===== config.mk =====
export PLATFORM = sky130hd
export DESIGN_NAME = tdm_mux_8way
export DESIGN_NICKNAME = d
export VERILOG_FILES = /design/src/rtl/tdm_mux_8way_pkg.sv /design/src/rtl/tdm_mux_8way_slot_timer.sv /design/src/rtl/tdm_mux_8way.sv
export SDC_FILE = /design/constraint.sdc
export NUM_CORES = 1
export LEC_CHECK = 0
export CAP_MARGIN = 30
export CORE_UTILIZATION = 49
export DETAILED_ROUTE_END_ITERATION = 6
export PLACE_DENSITY = 0.76
export SLEW_MARGIN = 20
export SYNTH_ARGS = -nofsm -noshare
export SYNTH_HDL_FRONTEND = slang
export SYNTH_SLANG_ARGS = --single-unit

===== constraint.sdc =====
create_clock -name clk -period 2.1 [get_ports clk]
set_input_delay 0.63 -clock clk [delete_from_list [all_inputs] [get_ports clk]]
set_output_delay 0.63 -clock clk [all_outputs]
set_load 0.01 [all_outputs]

===== src/rtl/tdm_mux_8way_pkg.sv =====
// Shared definitions for the 8-way TDM transmitter: FSM states, link
// geometry and the slot-to-channel mapping.
package tdm_mux_8way_pkg;

    typedef enum logic {
        ST_IDLE = 1'b0,
        ST_RUN  = 1'b1
    } state_e;

    localparam int NUM_SLOTS = 8;
    localparam int SLOT_W    = 3;
    localparam int HOLD_W    = 4;

    // Slot code k carries channel 7-k, matching the far-end demux decode.
    function automatic logic [SLOT_W-1:0] chan_of_slot(input logic [SLOT_W-1:0] slot);
        return SLOT_W'(NUM_SLOTS - 1) - slot;
    endfunction

endpackage


===== src/rtl/tdm_mux_8way_slot_timer.sv =====
// Slot timer: holds each slot for SLOT_CYCLES clocks and steps the 3-bit
// slot code, wrapping 111 -> 000. load restarts a frame at slot 000.
module slot_timer
    import tdm_mux_8way_pkg::*;
#(
    parameter int SLOT_CYCLES = 1
) (
    input  logic              clk,
    input  logic              rst_n,
    input  logic              run,
    input  logic              load,
    output logic [SLOT_W-1:0] slot,
    output logic              slot_end,
    output logic              frame_end
);

    localparam logic [HOLD_W-1:0] HOLD_LAST = HOLD_W'(SLOT_CYCLES - 1);
    localparam logic [SLOT_W-1:0] SLOT_LAST = SLOT_W'(NUM_SLOTS - 1);

    logic [HOLD_W-1:0] hold_q, hold_d;
    logic [SLOT_W-1:0] slot_q, slot_d;

    assign slot      = slot_q;
    assign slot_end  = run && (hold_q == HOLD_LAST);
    assign frame_end = slot_end && (slot_q == SLOT_LAST);

    // Next-state: load wins over counting so a frame restart is always clean.
    always_comb begin
        hold_d = hold_q;
        slot_d = slot_q;
        if (load) begin
            hold_d = '0;
            slot_d = '0;
        end else if (slot_end) begin
            hold_d = '0;
            slot_d = slot_q + SLOT_W'(1);
        end else if (run) begin
            hold_d = hold_q + HOLD_W'(1);
        end
    end

    // Counter registers, cleared immediately by reset.
    always_ff @(posedge clk or negedge rst_n) begin
        if (!rst_n) begin
            hold_q <= '0;
            slot_q <= '0;
        end else begin
            hold_q <= hold_d;
            slot_q <= slot_d;
        end
    end

endmodule


===== src/rtl/tdm_mux_8way.sv =====
// 8-way TDM transmitter: snapshots eight channels on enable and serialises
// them one per slot with a 3-bit select code for a far-end 8-way demux.
// All outputs come from registered state only.
module tdm_mux_8way
    import tdm_mux_8way_pkg::*;
#(
    parameter int SLOT_CYCLES = 1
) (
    input  logic clk,
    input  logic rst_n,
    input  logic en,
    input  logic in7,
    input  logic in6,
    input  logic in5,
    input  logic in4,
    input  logic in3,
    input  logic in2,
    input  logic in1,
    input  logic in0,
    output logic i0,
    output logic s2,
    output logic s1,
    output logic s0,
    output logic valid,
    output logic frame_start,
    output logic busy
);

    state_e            state_q, state_d;
    logic [7:0]        frame_q;
    logic              slot_first_q;
    logic              load;
    logic              run;
    logic [SLOT_W-1:0] slot;
    logic              slot_end;
    logic              frame_end;

    slot_timer #(
        .SLOT_CYCLES(SLOT_CYCLES)
    ) u_timer (
        .clk      (clk),
        .rst_n    (rst_n),
        .run      (run),
        .load     (load),
        .slot     (slot),
        .slot_end (slot_end),
        .frame_end(frame_end)
    );

    // FSM next state: en only matters in IDLE or on the last cycle of a frame.
    always_comb begin
        state_d = state_q;
        load    = 1'b0;
        run     = 1'b0;
        case (state_q)
            ST_IDLE: begin
                if (en) begin
                    load    = 1'b1;
                    state_d = ST_RUN;
                end
            end
            ST_RUN: begin
                run = 1'b1;
                if (frame_end) begin
                    if (en) begin
                        load = 1'b1;
                    end else begin
                        state_d = ST_IDLE;
                    end
                end
            end
            default: state_d = ST_IDLE;
        endcase
    end

    // FSM state register.
    always_ff @(posedge clk or negedge rst_n) begin
        if (!rst_n) begin
            state_q <= ST_IDLE;
        end else begin
            state_q <= state_d;
        end
    end

    // Frame snapshot (bit 7 = in7) and first-cycle-of-slot flag.
    always_ff @(posedge clk or negedge rst_n) begin
        if (!rst_n) begin
            frame_q      <= '0;
            slot_first_q <= 1'b0;
        end else begin
            if (load) begin
                frame_q <= {in7, in6, in5, in4, in3, in2, in1, in0};
            end
            slot_first_q <= load | slot_end;
        end
    end

    // Output select; an idle link drives everything low.
    assign busy        = (state_q == ST_RUN);
    assign valid       = busy;
    assign {s2, s1, s0} = slot;
    assign frame_start = busy && slot_first_q && (slot == '0);
    assign i0          = busy && frame_q[chan_of_slot(slot)];

endmodule


==> results.sh <==
export IMPL_clock_path_buffers=2
export IMPL_cts_setup_buffers=0
export IMPL_syn_cell_area_sq_um=897
export IMPL_syn_nets=85
export IMPL_post_dp_hpwl_um=1230
export IMPL_peakVddDrop_mv=0.767
export IMPL_cp_end_kind="primary output"
export IMPL_cts_tree="done"
export IMPL_antenna_found_initial=0
export IMPL_fin_setup_tns_ns=0
export IMPL_cts_reportedPaths_clkPinSlew_ns=0.10
export IMPL_drt_pass1_iterations=5
export IMPL_grt_pass1_vias=586
export IMPL_die_w_um=44.8
export IMPL_syn_inst=69
export IMPL_crit_type="register to primary output"
export IMPL_power_density_mw_per_mm2=1330
export IMPL_crit_cells=4
export IMPL_final_cell_mix="16 x dfrtp_1, 15 x clkdlybuf4s50_1, 6 x nand2_1, 6 x mux2_4"
export IMPL_grt_max_degree=18
export IMPL_crit_required_ns=1.47
export IMPL_antenna_cells=0
export IMPL_fin_util=0.672
export IMPL_final_cells=119
export IMPL_final_cell_area_sq_mm=0.00116
export IMPL_cts_root_buf="clkbuf_4"
export IMPL_layout_drive_gt1_share=0.330
export IMPL_h_tree_depth=1
export IMPL_post_drt_wl_per_cell_um=13.4
export IMPL_track_usage=0.193
export IMPL_io_pins=18
export IMPL_hold_viol=0
export IMPL_setup_ws_ns=0.0155
export IMPL_maxSlewHeadroom=0.821
export IMPL_critPathLaunchType="register"
export IMPL_synth_mux_area_frac=0.201
export IMPL_ys_warn_count=0
export IMPL_period_minus_slack_ns=2.08
export IMPL_outcome="complete, no violations"
export IMPL_die_y_um=44.8
export IMPL_vias_per_cell=4.92
export IMPL_ys_ff_latch=17
export IMPL_fp_coreArea_sq_mm=0.00173
export IMPL_final_common_cell="dfrtp_1"
export IMPL_finalMaxSlewViolations=0
export IMPL_cts_sink_count=17
export IMPL_place_gp_congestion=0.704
export IMPL_synthDistinctLibCells=27
export IMPL_rsz0062_at_grt="yes"
export IMPL_area_growth_pct=29.3
export IMPL_synth_seq_area_share=0.474
export IMPL_r2r_setup_slack_ns=0.15
export IMPL_syn_area_per_cell_sq_um=13.0
export IMPL_cp_cell_sequence="mux4_2 -> nand2_1 -> a21oi_1 -> buf_2"
export IMPL_synthSimpleGateAreaFrac=0.130
export IMPL_r2r_cells=7
export IMPL_drc=0
export IMPL_synth_top_family_by_area="multiplexers"
export IMPL_leakagePower_nw=0.554
export IMPL_postPlaceCellArea_sq_mm=0.00114
export IMPL_max_stage_delay_ns=0.49
export IMPL_initial_core_util=0.520
export IMPL_io_buffers=17
export IMPL_dr_total_vias=586
export IMPL_insertion_delay_ns=0.28
export IMPL_crit_arrival_ns=1.45
export IMPL_synth_xor_area_frac=0.0195
export IMPL_r2r_end="frame_q[0]"
export IMPL_tightestPinTransition_ns=0.268
export IMPL_fmax_mhz=480
export IMPL_die_area_sq_mm=0.00201
export IMPL_dp_slack_ns=-0.0351
export IMPL_wl_um=1600
export IMPL_r2r_start="u_timer.slot[1]"
export IMPL_antenna_left=0
export IMPL_crit_start="u_timer.slot[1]"
export IMPL_cap_violations=0
export IMPL_fin_nets=111
export IMPL_setup_viol=0
export IMPL_synth_compound_area_share=0.0642
export IMPL_grt_pass1_wl_um=2650
export IMPL_rows=15
export IMPL_drt_iter0_markers=4
export IMPL_yosys_area_share_adder=0.0697
export IMPL_critPathMaxFanout=3
export IMPL_path_buf_inv=1
export IMPL_grt_remaining_overflow=0
export IMPL_dp_cells=115
export IMPL_finClkSkew_ns=0.00440
export IMPL_cp_slowest_cell="mux4_2"
export IMPL_crit_path_end="i0"
export IMPL_cts_buffers=3
export IMPL_holdCritPathClass="register to register"
export IMPL_cpLargestDelayFamily="multiplexers"
export IMPL_fin_crit_sh=0.993
## through the flow
stage	power, W	hold WS (ns)
floorplan	0.00111	0.334
detailed placement	0.00140	0.505
finish	0.00154	0.530
CTS	0.00155	0.533
global route	0.00167	0.551
global placement	0.00136	0.488
## state kept, by name, summed over array words and instances, names as in the netlist
name	flops
frame_q	8
u_timer.hold_q	4
u_timer.slot	3
slot_first_q	1
busy	1
## report_power, final
part | switching (W) | total [W] | internal, W
clock | 0.0000985 | 0.000169 | 0.0000705
sequential | 0.000124 | 0.000609 | 0.000485
combinational | 0.000270 | 0.000766 | 0.000496
## cell families after synthesis
kind of cell,Yosys count
AND/OR/NAND/NOR,18
flip-flops,17
multiplexers,12
AO/OA/AOI/OAI,8
buffers and inverters,7
adder cells (fa/ha/maj),5
XOR/XNOR,2
## cell usage after synthesis
| cell | instances | area [sq um] |
|---|---|---|
| nand3b_1 | 1 | 7.51 |
| o21bai_1 | 1 | 7.51 |
| mux2_4 | 6 | 90.1 |
| o21ai_0 | 2 | 10.0 |
| and2_2 | 3 | 22.5 |
| and4bb_1 | 1 | 12.5 |
| xor2_1 | 1 | 8.76 |
| nor2_1 | 1 | 3.75 |
| nand2_1 | 6 | 22.5 |
| and4bb_4 | 1 | 16.3 |
| and2b_2 | 1 | 8.76 |
| nor3_1 | 1 | 5.00 |
| xnor2_1 | 1 | 8.76 |
| nand2b_1 | 2 | 12.5 |
| a32o_1 | 1 | 10.0 |
| nand3_1 | 1 | 5.00 |
| o31ai_1 | 1 | 7.51 |
| o21ai_2 | 1 | 8.76 |
| mux4_2 | 2 | 45.0 |
| a21oi_1 | 1 | 5.00 |
| dfrtp_1 | 17 | 425 |
| a22o_1 | 1 | 8.76 |
| buf_4 | 1 | 7.51 |
| inv_1 | 5 | 18.8 |
| mux2_2 | 4 | 45.0 |
| buf_6 | 1 | 11.3 |
| ha_1 | 5 | 62.6 |
## worst min-delay path by stage
stage / cells after the start / end / slack (ns) / start
detailed placement: 1 / frame_q[4] / 0.51 / frame_q[4]
floorplan: 0 / busy / 0.33 / rst_n
global placement: 1 / frame_q[0] / 0.49 / frame_q[0]
finish: 1 / frame_q[0] / 0.53 / frame_q[0]
CTS: 1 / frame_q[1] / 0.53 / frame_q[1]
global route: 1 / frame_q[1] / 0.55 / frame_q[1]
## area by class of cell
| type | count | area, sq um |
|---|---|---|
| clock inverters | 1 | 5.00 |
| multi-input cells | 45 | 434 |
| well taps | 25 | 31.3 |
| inverters | 5 | 18.8 |
| flip-flops and latches | 17 | 427 |
| repair buffers | 23 | 221 |
| clock buffers | 3 | 22.5 |
| fillers | 144 | 567 |
## repair_timing
action,in CTS,in global routing
cloned,0,0
hold endpoints to repair,0,0
gates resized for setup,8,2
setup endpoints to repair,2,3
hold buffers,0,0
pin swaps,2,0
## worst reg2reg max path, delay by kind of cell, from the launching register on
family                     cells  cell delay, ns
adders and majority gates      2            0.37
AOI/OAI and AO/OA              1            0.17
DFF                            1            0.45
muxes                          1            0.34
buffers and inverters          2            0.29
and+or+nand+nor                1            0.23
## routing by layer
| metal | vias up | track usage | share of wire |
|---|---|---|---|
| li1 | 291 | - | - |
| met1 | 280 | 0.245 | 0.45 |
| met2 | 15 | 0.326 | 0.51 |
| met3 | 0 | 0.0400 | 0.032 |
| met4 | 0 | 0.0727 | 0 |
| met5 | - | 0 | 0 |
Power figures use the tool's default switching activity.
